File: src/rtl/compressor_pkg.sv
// rtl/compressor_pkg.sv - shared state type, default sizes and width helper for the compressor feeder
package compressor_pkg;

  typedef enum logic [1:0] {
    LOAD   = 2'd0,
    SETTLE = 2'd1,
    HOLD   = 2'd2
  } feeder_state_t;

  localparam int CMP_N_SRC = 27;
  localparam int CMP_SRC_W = 27;
  localparam int CMP_DST_N = 33;

  // Width of a counter that must hold every value 0..n inclusive.
  function automatic int cnt_width(input int n);
    return (n < 1) ? 1 : $clog2(n + 1);
  endfunction

endpackage

File: src/rtl/operand_shifter.sv
// rtl/operand_shifter.sv - per-row operand shift registers feeding the compressor src ports
module operand_shifter
  import compressor_pkg::*;
#(
  parameter int N_SRC = CMP_N_SRC,
  parameter int SRC_W = CMP_SRC_W
) (
  input  logic                   clk,
  input  logic                   clr,
  input  logic                   shift_en,
  input  logic [N_SRC-1:0]       in_bits,
  output logic [N_SRC*SRC_W-1:0] rows
);

  // Clear wins over shift; each row takes its own column bit as the new LSB.
  always_ff @(posedge clk) begin
    if (clr) begin
      rows <= '0;
    end else if (shift_en) begin
      for (int k = 0; k < N_SRC; k++) begin
        rows[k*SRC_W +: SRC_W] <= {rows[k*SRC_W +: SRC_W-1], in_bits[k]};
      end
    end
  end

endmodule

File: src/rtl/compressor_feeder.sv
// rtl/compressor_feeder.sv - framed column loader, settle timer and result capture for a compressor
module compressor_feeder
  import compressor_pkg::*;
#(
  parameter int N_SRC = CMP_N_SRC,
  parameter int SRC_W = CMP_SRC_W,
  parameter int DST_N = CMP_DST_N,
  parameter int LAT   = 0
) (
  input  logic                          clk,
  input  logic                          rst,
  input  logic                          in_valid,
  output logic                          in_ready,
  input  logic [N_SRC-1:0]              in_bits,
  output logic [N_SRC*SRC_W-1:0]        cmp_src,
  input  logic [DST_N-1:0]              cmp_dst,
  output logic                          out_valid,
  input  logic                          out_ready,
  output logic [DST_N-1:0]              out_data,
  output logic                          busy,
  output logic [cnt_width(SRC_W)-1:0]   col_cnt
);

  localparam int            CW          = cnt_width(SRC_W);
  localparam logic [CW-1:0] LAST_COL    = CW'(SRC_W - 1);
  localparam logic [3:0]    SETTLE_INIT = (LAT > 0) ? 4'(LAT - 1) : 4'd0;
  localparam feeder_state_t AFTER_LOAD  = (LAT > 0) ? SETTLE : HOLD;

  feeder_state_t state;
  logic [3:0]    settle_cnt;
  logic          accept;

  // Handshake outputs decode registered state only, so no input-to-ready path exists.
  assign in_ready = (state == LOAD);
  assign accept   = in_valid && in_ready;
  assign busy     = (state != LOAD) || (col_cnt != '0);

  operand_shifter #(
    .N_SRC (N_SRC),
    .SRC_W (SRC_W)
  ) u_shifter (
    .clk      (clk),
    .clr      (rst),
    .shift_en (accept),
    .in_bits  (in_bits),
    .rows     (cmp_src)
  );

  // Frame sequencer: count columns, wait the settle time, capture once, hold until consumed.
  always_ff @(posedge clk) begin
    if (rst) begin
      state      <= LOAD;
      col_cnt    <= '0;
      settle_cnt <= '0;
      out_valid  <= 1'b0;
      out_data   <= '0;
    end else begin
      case (state)
        LOAD: begin
          if (in_valid) begin
            if (col_cnt == LAST_COL) begin
              col_cnt    <= '0;
              settle_cnt <= SETTLE_INIT;
              state      <= AFTER_LOAD;
            end else begin
              col_cnt <= col_cnt + 1'b1;
            end
          end
        end
        SETTLE: begin
          if (settle_cnt == 4'd0) begin
            state <= HOLD;
          end else begin
            settle_cnt <= settle_cnt - 4'd1;
          end
        end
        HOLD: begin
          // First HOLD cycle is the capture; valid rises only after it.
          if (!out_valid) begin
            out_data  <= cmp_dst;
            out_valid <= 1'b1;
          end else if (out_ready) begin
            out_valid <= 1'b0;
            state     <= LOAD;
          end
        end
        default: begin
          state <= LOAD;
        end
      endcase
    end
  end

endmodule
File: config.mk
export PLATFORM = sky130hd
export DESIGN_NAME = compressor_feeder
export DESIGN_NICKNAME = d
export VERILOG_FILES = /design/src/rtl/compressor_pkg.sv /design/src/rtl/operand_shifter.sv /design/src/rtl/compressor_feeder.sv
export SDC_FILE = /design/constraint.sdc
export NUM_CORES = 2
export LEC_CHECK = 0
export CAP_MARGIN = 30
export CORE_AREA = 8 8 318 320
export DETAILED_ROUTE_END_ITERATION = 6
export DIE_AREA = 0 0 326 328
export GPL_TIMING_DRIVEN = 0
export SETUP_SLACK_MARGIN = 0.15
export SYNTH_ARGS = -nofsm -noshare
export SYNTH_HDL_FRONTEND = slang
export SYNTH_SLANG_ARGS = --single-unit
File: constraint.sdc
create_clock -name clk -period 1.2 [get_ports clk]
set_input_delay 0.24 -clock clk [delete_from_list [all_inputs] [get_ports clk]]
set_output_delay 0.24 -clock clk [all_outputs]
set_load 0.02 [all_outputs]
==> reports/results.txt <==
The clock root buffer master is sky130_fd_sc_hd__clkbuf_16. The final worst setup slack is -0.525 ns, and the number of levels the H-tree was split into is 3. For this design the ratio of total power to cell area is 1080 nW/um^2. Internal power comes to 0.0436 W. The share of synthesized cell area in and, or, nand and nor gates was 0.219; the detailed-route vias per instance was 4.68. Data on the critical path arrives at its endpoint at 1.49 ns. The adder-cell share of the synthesized area is 0.00141. The logs give 0.462 for the worst-case headroom to the max-slew limit and -0.46 ns for the worst-case register-to-register setup slack.

The tools report the number of antenna violations at the first check in global routing as 5. The logs give 126000 um for the total wire length after detailed routing and 0.195 for the global-route total usage across every layer. The post-synthesis compound-gate area fraction is 0.145, and the count of buffers inserted at the top-level ports is 832. The post-synthesis mux area share works out to 0. The synthesized design spends more area on one cell type than any other, namely sky130_fd_sc_hd__dfxtp_1. The tools report the critical path launch point type as a flop. Summing every instance area after synthesis gives 26700 um^2. The number of remaining DRC errors was 0. TritonCTS built the clock tree.

Fraction of power consumed by combinational cells: 0.084. The wire length per cell after detailed routing came out at 20.1 um. The worst setup path is captured at an output pin.

The proportion of synthesized chip area in sequential cells is 0.578, and the average size of a mapped cell is 7.96 um^2. The tools report the switching power as 0.0139 W. The die span in y is 328 um. Sum of net half-perimeters after detailed placement: 78800 um. The final critical-path share of the clock period is 1.44. At the pin with the least slew margin, the transition time is 0.807 ns. The core region is 96000 um^2. Path type of the worst min-delay path: input port to flop.

In this run the worst path has a maximum fanout of 2. Counting every net in the synthesized netlist gives 3417. Yosys mapped the design onto 22 distinct sky130hd cell types. At the worst endpoint, the required time is 0.96 ns. The first-pass detailed-route iteration total was 5; the max capacitance violation total was 0. By startpoint and endpoint, the worst setup path is classified as flop to output pin. The switching share of power works out to 0.242. The top achievable clock speed is 0.580 GHz, and the number of top-level pins is 834.

Across the VDD grid, the largest voltage drop is 1.23 mV. The logs give 0.66 ns for the insertion delay of the later-clocked pin in the worst-skew pair and 0.0575 W for the sum of internal, switching and leakage power. The first global-routing pass estimated 164000 um of wire. In the post-synthesis netlist, the biggest area contributors are sky130_fd_sc_hd__dfxtp_1 (58%), sky130_fd_sc_hd__nand2_1 (22%), sky130_fd_sc_hd__a21oi_1 (14%), sky130_fd_sc_hd__buf_4 (2.3%), sky130_fd_sc_hd__clkbuf_1 (1.3%). The tools report the post-route core utilization as 0.556. Setup repair after global routing could not meet its margin everywhere.

The startpoint identified for the worst register-to-register timing path is state[1]. The detailed router placed 29500 vias in this run. The net count of the finished layout is 5026.

The commonest cells after synthesis are sky130_fd_sc_hd__nand2_1 (1533), sky130_fd_sc_hd__dfxtp_1 (769), sky130_fd_sc_hd__a21oi_1 (768). The clock drives 769 sinks. The main flop type after synthesis was sky130_fd_sc_hd__dfxtp_1. Counting the fill cells in the layout gives 7961.

The initial detailed-routing violation count is 1671, and the count of antenna-violating nets left after detailed routing is 0. For the maximum clock insertion buffer count, the log shows 3. The synthesized design contains 769 register bits. The proportion of netlist area held by the largest area contributor works out to 0.578. Global routing finished with a remaining overflow of 0.

The shortest clock period the worst path allows after layout came out at 1.73 ns. The floorplan step set the die width to 326 um. The largest family of logic cells by synthesized area is simple AND/OR/NAND/NOR gates. The run gives 27000 as the number of global-route vias before repair.

The clock network fraction of design power was 0.470; the gate count after technology mapping was 3350. The checks that failed: setup timing. The share of cells above drive strength 1 came out at 0.640. Number of placement rows: 114. The routability congestion estimate came out at 0.844.

For the final routed database, the setup TNS stands at -377.32 ns. For this design, the CTS-stage hold fixing added 0 buffers. The tools report the initial cell density of the core as 0.278.

In this run the worst setup path begins at col_cnt[3]. The number of cells on the worst reg-to-reg path is 9. The floorplan step defined a die boundary enclosing 107000 um^2. Cell with the most instances after synthesis: sky130_fd_sc_hd__nand2_1.

Entering global routing, the biggest net connects 13 pins. The tools report the max-slew violation count as 0. In this run the critical register-to-register path is captured at u_shifter.rows[556].

The part of the total power dissipated in sequential elements was 0.446; the xor-xnor portion of the synthesized cell area was 0.000329. For this run, the number of Yosys warnings is 0. Counting the buffers created by CTS gives 87.

In this run the worst setup path terminates at busy. Setup violations remaining at the end of the flow were counted as 1535. The async set-reset flop share out of synthesis works out to 0. Relative to the synthesized area, the layout overhead comes to 100%. The flow ran to the end, but the final reports show violations. The clock edge transition at the registers on the reported setup and hold paths is 0.06 ns, and the number of enable flip-flop cells after synthesis is 0. The worst-case clock skew was 0.0223 ns; the static power due to leakage was 23.1 nW.

Final number of hold-violating endpoints: 0.
[cell families after synthesis]
logic type / Yosys count
XOR/XNOR: 1
adder cells (fa/ha/maj): 3
flip-flops: 769
AO/OA/AOI/OAI: 771
AND/OR/NAND/NOR: 1545
buffers and inverters: 261
[power groups by stage]
stage          Combinational (W)  Sequential [W]  Clock (W)
5_1_grt                  0.00507          0.0256     0.0285
4_1_cts                  0.00293          0.0256     0.0273
3_3_place_gp             0.00268          0.0263          0
3_5_place_dp             0.00268          0.0263          0
6_report                 0.00484          0.0256     0.0270
2_1_floorplan            0.00143          0.0264          0
[critical path, cell delays in order (launching register included)]
cell,delay [ns]
sky130_fd_sc_hd__dfxtp_4,0.36
sky130_fd_sc_hd__nor4_4,0.25
sky130_fd_sc_hd__nand2_1,0.09
sky130_fd_sc_hd__buf_6,0.14
[placed cells by master (no fill, tap or decap), drive strengths merged]
cell           Yosys  final
clkdlybuf4s50      0     62
nand3              1      1
o31ai              1      1
ha                 3      3
clkinvlp           0      2
bufinv             0      3
nand3b             1      1
dlygate4sd2        0     12
nor4               1      1
nand4              1      1
clkinv             0     12
diode              0      3
nand2           1533   1533
buf              164   1523
clkbuf            93    311
xor2               1      1
o21ai              2      2
a21oi            768    768
dfxtp            769    769
inv                4     10
nand2b             2      2
or3                3      3
nor2               1      1
nor2b              2      2
[per-stage QoR]
step	instances	hold WS, ns	worst slack [ns]	area [um^2]
floorplan	3350	0.376	-0.0817	27000
global placement	5458	0.438	-1.57	36900
detailed placement	5460	0.446	-1.34	36900
CTS	6131	0.0611	-0.599	45500
global route	6302	0.0932	-0.631	53400
finish	6303	0.118	-0.525	53400
[cell type report]
class / instances / area, um^2 / share of cell area
Inverter: 4 / 15.0 / 0.000281
Buffer: 256 / 2750 / 0.0515
Antenna cell: 3 / 7.51 / 0.000141
Sequential cell: 769 / 16500 / 0.309
Clock buffer: 131 / 2650 / 0.0496
Tap cell: 1276 / 1600 / 0.0299
Clock inverter: 23 / 221 / 0.00415
Timing Repair Buffer: 1521 / 16300 / 0.305
Multi-Input combinational cell: 2320 / 13400 / 0.250
[worst min-delay path by stage]
stage                             start             endpoint  slack, ns  depth (start not counted)
floorplan                   in_bits[12]  u_shifter.rows[324]       0.38                          2
global placement    u_shifter.rows[404]  u_shifter.rows[404]       0.44                          2
detailed placement         out_data[22]         out_data[22]       0.45                          2
CTS                         cmp_dst[32]         out_data[32]       0.06                          3
global route                in_bits[11]  u_shifter.rows[297]       0.09                          3
finish                      cmp_dst[26]         out_data[26]       0.12                          3
[state kept, by name, summed over array words and instances, names as in the netlist]
signal and flops:
out_data 33, state 1, u_shifter.rows 729, out_valid 1, col_cnt 5
[layer usage]
metal / GRT usage / part of all wire / up-vias
li1: - / - / 14000
met4: 0.0889 / 0.049 / 2
met2: 0.339 / 0.51 / 977
met1: 0.213 / 0.37 / 14200
met5: 0 / 0.00010 / -
met3: 0.0680 / 0.075 / 276
[repair_timing]
action,CTS,global route
endpoints found under the setup margin,1538,1538
setup buffers,516,76
endpoints found under the hold margin,0,0
resized for setup,5052,1895
cloned,1,94
pin swaps,2,485
(Power assumes the default switching activity.)
